$ cat src/rtl/rega_countdown.sv
// Four-digit BCD MM:SS countdown timer for the irrigation cycle.
// The preset is captured on load, counts down on each tick while running, and pulses done at 00:00.
module rega_countdown (
   input  logic       clk,
   input  logic       rst,
   input  logic       tick,
   input  logic       load,
   input  logic       start,
   input  logic       abort,
   input  logic [3:0] preset_dm,
   input  logic [3:0] preset_um,
   input  logic [3:0] preset_ds,
   input  logic [3:0] preset_us,
   output logic [3:0] dm,
   output logic [3:0] um,
   output logic [3:0] ds,
   output logic [3:0] us,
   output logic       valve,
   output logic       done,
   output logic       armed
);

   typedef enum logic [1:0] {
      IDLE  = 2'd0,
      ARMED = 2'd1,
      RUN   = 2'd2,
      DONE  = 2'd3
   } state_t;

   state_t     state_q;
   logic [3:0] dm_q, um_q, ds_q, us_q;

   logic [3:0] clamp_dm_d, clamp_um_d, clamp_ds_d, clamp_us_d;
   logic       clamp_zero;
   logic [3:0] dec_dm_d, dec_um_d, dec_ds_d, dec_us_d;
   logic       dec_zero;

   always_comb begin
      clamp_dm_d = (preset_dm > 4'd9) ? 4'd9 : preset_dm;
      clamp_um_d = (preset_um > 4'd9) ? 4'd9 : preset_um;
      clamp_ds_d = (preset_ds > 4'd5) ? 4'd5 : preset_ds;
      clamp_us_d = (preset_us > 4'd9) ? 4'd9 : preset_us;
      clamp_zero = (clamp_dm_d == 4'd0) && (clamp_um_d == 4'd0) &&
                   (clamp_ds_d == 4'd0) && (clamp_us_d == 4'd0);
   end

   // Borrow ripples from seconds-units upward; dm cannot underflow because 00:00 is never decremented.
   always_comb begin
      dec_dm_d = dm_q;
      dec_um_d = um_q;
      dec_ds_d = ds_q;
      dec_us_d = us_q - 4'd1;
      if (us_q == 4'd0) begin
         dec_us_d = 4'd9;
         dec_ds_d = ds_q - 4'd1;
         if (ds_q == 4'd0) begin
            dec_ds_d = 4'd5;
            dec_um_d = um_q - 4'd1;
            if (um_q == 4'd0) begin
               dec_um_d = 4'd9;
               dec_dm_d = dm_q - 4'd1;
            end
         end
      end
      dec_zero = (dm_q == 4'd0) && (um_q == 4'd0) && (ds_q == 4'd0) && (us_q == 4'd1);
   end

   always_ff @(posedge clk) begin
      if (rst || abort) begin
         state_q <= IDLE;
         dm_q    <= 4'd0;
         um_q    <= 4'd0;
         ds_q    <= 4'd0;
         us_q    <= 4'd0;
      end else begin
         case (state_q)
            IDLE, ARMED: begin
               if (load) begin
                  dm_q    <= clamp_dm_d;
                  um_q    <= clamp_um_d;
                  ds_q    <= clamp_ds_d;
                  us_q    <= clamp_us_d;
                  state_q <= clamp_zero ? IDLE : ARMED;
               end else if (start && (state_q == ARMED)) begin
                  state_q <= RUN;
               end
            end
            RUN: begin
               if (tick) begin
                  dm_q <= dec_dm_d;
                  um_q <= dec_um_d;
                  ds_q <= dec_ds_d;
                  us_q <= dec_us_d;
                  if (dec_zero) begin
                     state_q <= DONE;
                  end
               end
            end
            default: begin
               state_q <= IDLE;
               dm_q    <= 4'd0;
               um_q    <= 4'd0;
               ds_q    <= 4'd0;
               us_q    <= 4'd0;
            end
         endcase
      end
   end

   assign dm    = dm_q;
   assign um    = um_q;
   assign ds    = ds_q;
   assign us    = us_q;
   assign valve = (state_q == RUN);
   assign done  = (state_q == DONE);
   assign armed = (state_q == ARMED);

endmodule

$ cat config.mk
export PLATFORM = sky130hd
export DESIGN_NAME = rega_countdown
export DESIGN_NICKNAME = d
export VERILOG_FILES = /design/src/rtl/rega_countdown.sv
export SDC_FILE = /design/constraint.sdc
export NUM_CORES = 1
export LEC_CHECK = 0
export CORE_MARGIN = 1
export CORE_UTILIZATION = 45
export CTS_CLUSTER_DIAMETER = 150
export DETAILED_ROUTE_END_ITERATION = 8
export PLACE_DENSITY = 0.81
export SETUP_SLACK_MARGIN = 0.15
export SKIP_CTS_REPAIR_TIMING = 1
export SLEW_MARGIN = 10
export SYNTH_ARGS = -nofsm -noshare
export SYNTH_HDL_FRONTEND = slang
export SYNTH_SLANG_ARGS = --single-unit
$ cat constraint.sdc
create_clock -name clk -period 4.4 [get_ports clk]
set_input_delay 1.32 -clock clk [delete_from_list [all_inputs] [get_ports clk]]
set_output_delay 1.32 -clock clk [all_outputs]
set_load 0.02 [all_outputs]
== Word level (Yosys, flattened, before mapping) ==
Cells that the tools add are included.
W data, S select, Z words.
Operators by class
  reduce and logical (&&, ||, !) cells: 23
  add/sub/neg operators: 4
  equality and inequality tests: 11
  magnitude comparators: 4
  muxes and demuxes: 31
Operators with widths (number)
  $mux W4: 21
  $logic_not A4 Y1: 8
  $pmux W4 S2: 4
  $sub A4 B1 Y4 const B: 4
  $gt A4 B4 Y1 const B: 3
  $mux W2: 4
  $ne A2 B1 Y1 const B: 4
  $logic_and A1 B1 Y1: 7
  $reduce_and A3 Y1: 2
  $reduce_and A5 Y1: 1
  $eq A2 B2 Y1 const B: 2
  $eq A4 B1 Y1 const B: 1
  $gt A4 B3 Y1 const B: 1
  $ne A2 B2 Y1 const B: 2
  $pmux W2 S2: 1
  $reduce_and A4 Y1: 1
  $ne A3 B3 Y1 const B: 1
  $eq A2 B1 Y1 const B: 1
  $logic_not A2 Y1: 1
  $reduce_and A2 Y1: 1
  $reduce_or A2 Y1: 1
  $logic_or A1 B1 Y1: 1
  $mux W1: 1
Storage, ports and cells
  word-level logic and storage cells: 78
  register bits: 18
  output and inout port bits: 19
  input port bits: 22

== Longest topological paths before layout ==
  word-level depth: 9
  mapped depth: 7
  depth with buffers taken out: 6

== Least setup slack after synthesis ==
Ideal clock, no wire load.
  path kind: input to register
  from: input tick
  to: register dm_q[2] (netlist: dm[2])
  library setup time: 0.133 ns
  setup slack: 2.058 ns
  data required time: 4.267 ns
  buffers on the path: 0
  arrival: 2.209 ns
  cell stages on the path: 4
  cells stage by stage: or3b_2 o21ai_1 or4_1 a31oi_1
Between the ends
  longest elaborated chain between the ends: 2
RTL lines
  from (decl): line 6  | input logic tick,
  $ne A2 B2 Y1 (no line)
  $reduce_and A5 Y1 (no line)
  to (signal assigned): line 79  | dm_q <= clamp_dm_d;
  to (signal assigned): line 90  | dm_q <= dec_dm_d;
  to (decl): line 31  | logic [3:0] dm_q, um_q, ds_q, us_q;
Every way passes these cells.
A chain may end at the register's enable or synchronous reset.

== Worst setup path after layout ==
  from: register state_q[1]
  to: output valve
Between the ends
  longest elaborated chain between the ends: 1
RTL lines
  from (decl): line 30  | state_t state_q;
  from (signal assigned): line 83  | state_q <= clamp_zero ? IDLE : ARMED;
  $eq A2 B2 Y1: line 114  | assign valve = (state_q == RUN);
  to (decl): line 18  | output logic valve,
Every way passes these cells.

==> metrics.csv <==
stage,metric,value,unit
cells_and_area,num_antenna_cells,0,
global_route,antenna_found_initial,0,
clock_tree,clock-root-buffer,clkbuf_4,
sta,fmax,278,MHz
critical_path,crit_slowest_cell,dfxtp_1,
sta,fin_hold_ws,0.547,ns
drt,drt-total-wl,3.92,mm
drt,vias,1466,
clock_tree,h-tree-depth,1,
job,maxCapViolations,0,
cells_and_area,mostFrequentLayoutCells,"clkdlybuf4s50_1 (40), a21oi_1 (18), dfxtp_1 (18)",
drt,drt_iter0_drc,87,
sta,hold_viol,0,
sta,period_needed,3.60,ns
logic_synthesis,ys.flop_type,dfxtp_1,
logic_synthesis,synth_edf_count,0,
logic_synthesis,synth_seq_cells,18,
cells_and_area,syn_to_final_growth,35.6,%
logic_synthesis,async_flop_share,0,
placed_design,portBuffers,40,
critical_path,crit_path_start_kind,flop,
critical_path,critPathBufInv,2,
clock_tree,tritoncts,done,
critical_path,crit_required,3.08,ns
sta,fin_tns_setup,0,ns
logic_synthesis,postSynthCellCount,168,
critical_path,crit_chain,"nand2b_1, inv_1, clkdlybuf4s50_1",
critical_path,cp-end-kind,output pin,
die,initial_core_util,0.470,
critical_path,slowest_delay,0.72,ns
global_route,grt_pass1_wl,6.43,mm
drt,drt-wirelength-per-cell,16.5,um
power_and_ir_drop,power_density,227,nW/um^2
logic_synthesis,synthDistinctLibCells,43,
clock_tree,cts_buffers,3,
logic_synthesis,ys_warn_count,0,
logic_synthesis,syn_area,1280,um^2
placed_design,dp_hpwl,2.96,mm
clock_tree,path_clk_slew,0.11,ns
die,die-area,3070,um^2
sta,slew_violations,0,
clock_tree,clk_path_buf_depth,2,
logic_synthesis,syn-num-nets,196,
die,rows,19,
drt,final_antenna_net_count,0,
cells_and_area,final_common_cell,clkdlybuf4s50_1,
die,die_h,55.4,um
power_and_ir_drop,ir_worst_vdd,165,uV
cells_and_area,fin_nets,236,
drt,drc_errors,0,
drt,vias_per_cell,6.16,
sta,grt_setup_unrepaired,false,
global_route,grt_pass1_vias,1360,
sta,slew-limit-headroom,0.586,
worst_hold_path,min_path_type,reg -> reg,
die,io_pins,41,
critical_path,path_delay_family,buffers and inverters,
global_route,grtUsageTotal,0.262,
clock_tree,clk_latency,0.29,ns
clock_tree,clock_sinks,18,
run_status,status,completed,
global_route,grt_overflow,0,
critical_path,critical_path_class,reg -> out,
power_and_ir_drop,leakage,0.627,nW
sta,tightest_slew,0.617,ns
power_and_ir_drop,design_power_total,0.395,mW
drt,dr.pass1.iters,4,
cells_and_area,drive_above_1_share,0.0580,
logic_synthesis,yosysSeqAreaShare,0.280,
die,die_x,55.4,um
die,core_area,2730,um^2
critical_path,arrival,2.28,ns
sta,clock_skew,0.00116,ns
sta,setup_viol_count_final,0,
placed_design,gp_congestion,0.904,
logic_synthesis,avgSynthCellArea,7.65,um^2
global_route,grt_max_degree,19,
critical_path,cp_max_fo,18,
sta,layout_worst_path_cycle_share,0.818,
==> through the flow <==
stage	setup WS, ns	instance area (um^2)	util	std cells
after floorplan	2.06	1280	-	168
after CTS	0.822	1740	0.638	238
after global placement	1.17	1710	0.624	234
after global routing	0.672	1740	0.638	238
after detailed placement	1.16	1710	0.624	234
final	0.800	1740	0.638	238
==> tightest hold or removal path, cell delays in order (launching register included) <==
cell and delay [ns]:
dfxtp_1 0.36, nand2_1 0.07, a31oi_1 0.07
==> cells by family after synthesis <==
logic type	share of synthesized area
AOI/OAI and AO/OA	0.335
buffers and inverters	0.0691
DFF	0.280
adders and majority gates	0.0584
and+or+nand+nor	0.257
==> path summary, 6_finish.rpt <==
kind | slack [ns] | cells past startpoint | from | to
min | 0.55 | 2 | dm[3] | dm[3]
max | 0.80 | 3 | state_q[1] | valve
max reg2reg | 2.01 | 6 | state_q[1] | dm[1]
min reg2reg | 0.55 | 2 | dm[3] | dm[3]
==> where the power goes <==
group,switching (mW),internal (mW),leakage [nW]
Clock,0.0544,0.0504,0.0210
Combinational,0.0575,0.0538,0.459
Sequential,0.00955,0.169,0.147
==> synthesized netlist by cell type (all sizes together), types with 2 or more instances <==
| cell type | number | area share |
|---|---|---|
| o21ai | 12 | 0.047 |
| nand3 | 3 | 0.012 |
| inv | 17 | 0.050 |
| and2 | 3 | 0.015 |
| nor3 | 8 | 0.031 |
| a31oi | 5 | 0.024 |
| a211oi | 10 | 0.058 |
| a311oi | 2 | 0.014 |
| nor4 | 4 | 0.019 |
| a21oi | 18 | 0.070 |
| nor2 | 15 | 0.044 |
| dfxtp | 18 | 0.28 |
| nand3b | 3 | 0.018 |
| nand4 | 4 | 0.019 |
| clkbuf | 4 | 0.012 |
| or3b | 4 | 0.029 |
| nand2 | 4 | 0.012 |
| nor3b | 3 | 0.018 |
| buf | 2 | 0.0078 |
| nor4b | 2 | 0.014 |
| ha | 6 | 0.058 |
| o31ai | 2 | 0.012 |
==> registers in the layout, indices dropped and copies added (netlist names) <==
| signal | cells |
|---|---|
| ds | 4 |
| state_q | 2 |
| us | 4 |
| um | 4 |
| dm | 4 |
==> per-layer routing <==
| metal | part of all wire | track usage | vias to the layer above | wire (um) |
|---|---|---|---|---|
| met2 | 0.47 | 0.423 | 61 | 1830 |
| met5 | 0 | 0 | - | 0 |
| li1 | - | - | 716 | - |
| met1 | 0.45 | 0.352 | 681 | 1760 |
| met3 | 0.068 | 0.0375 | 8 | 266 |
| met4 | 0.016 | 0.104 | 0 | 62 |
==> final cells by class <==
type,instances,area (um^2)
flip-flops and latches,18,360
clock buffers,4,36.3
well taps,31,38.8
multi-input cells,127,836
repair buffers,41,408
inverters,17,63.8
fillers,248,991
Note: power is estimated with default switching activity, not from simulation.
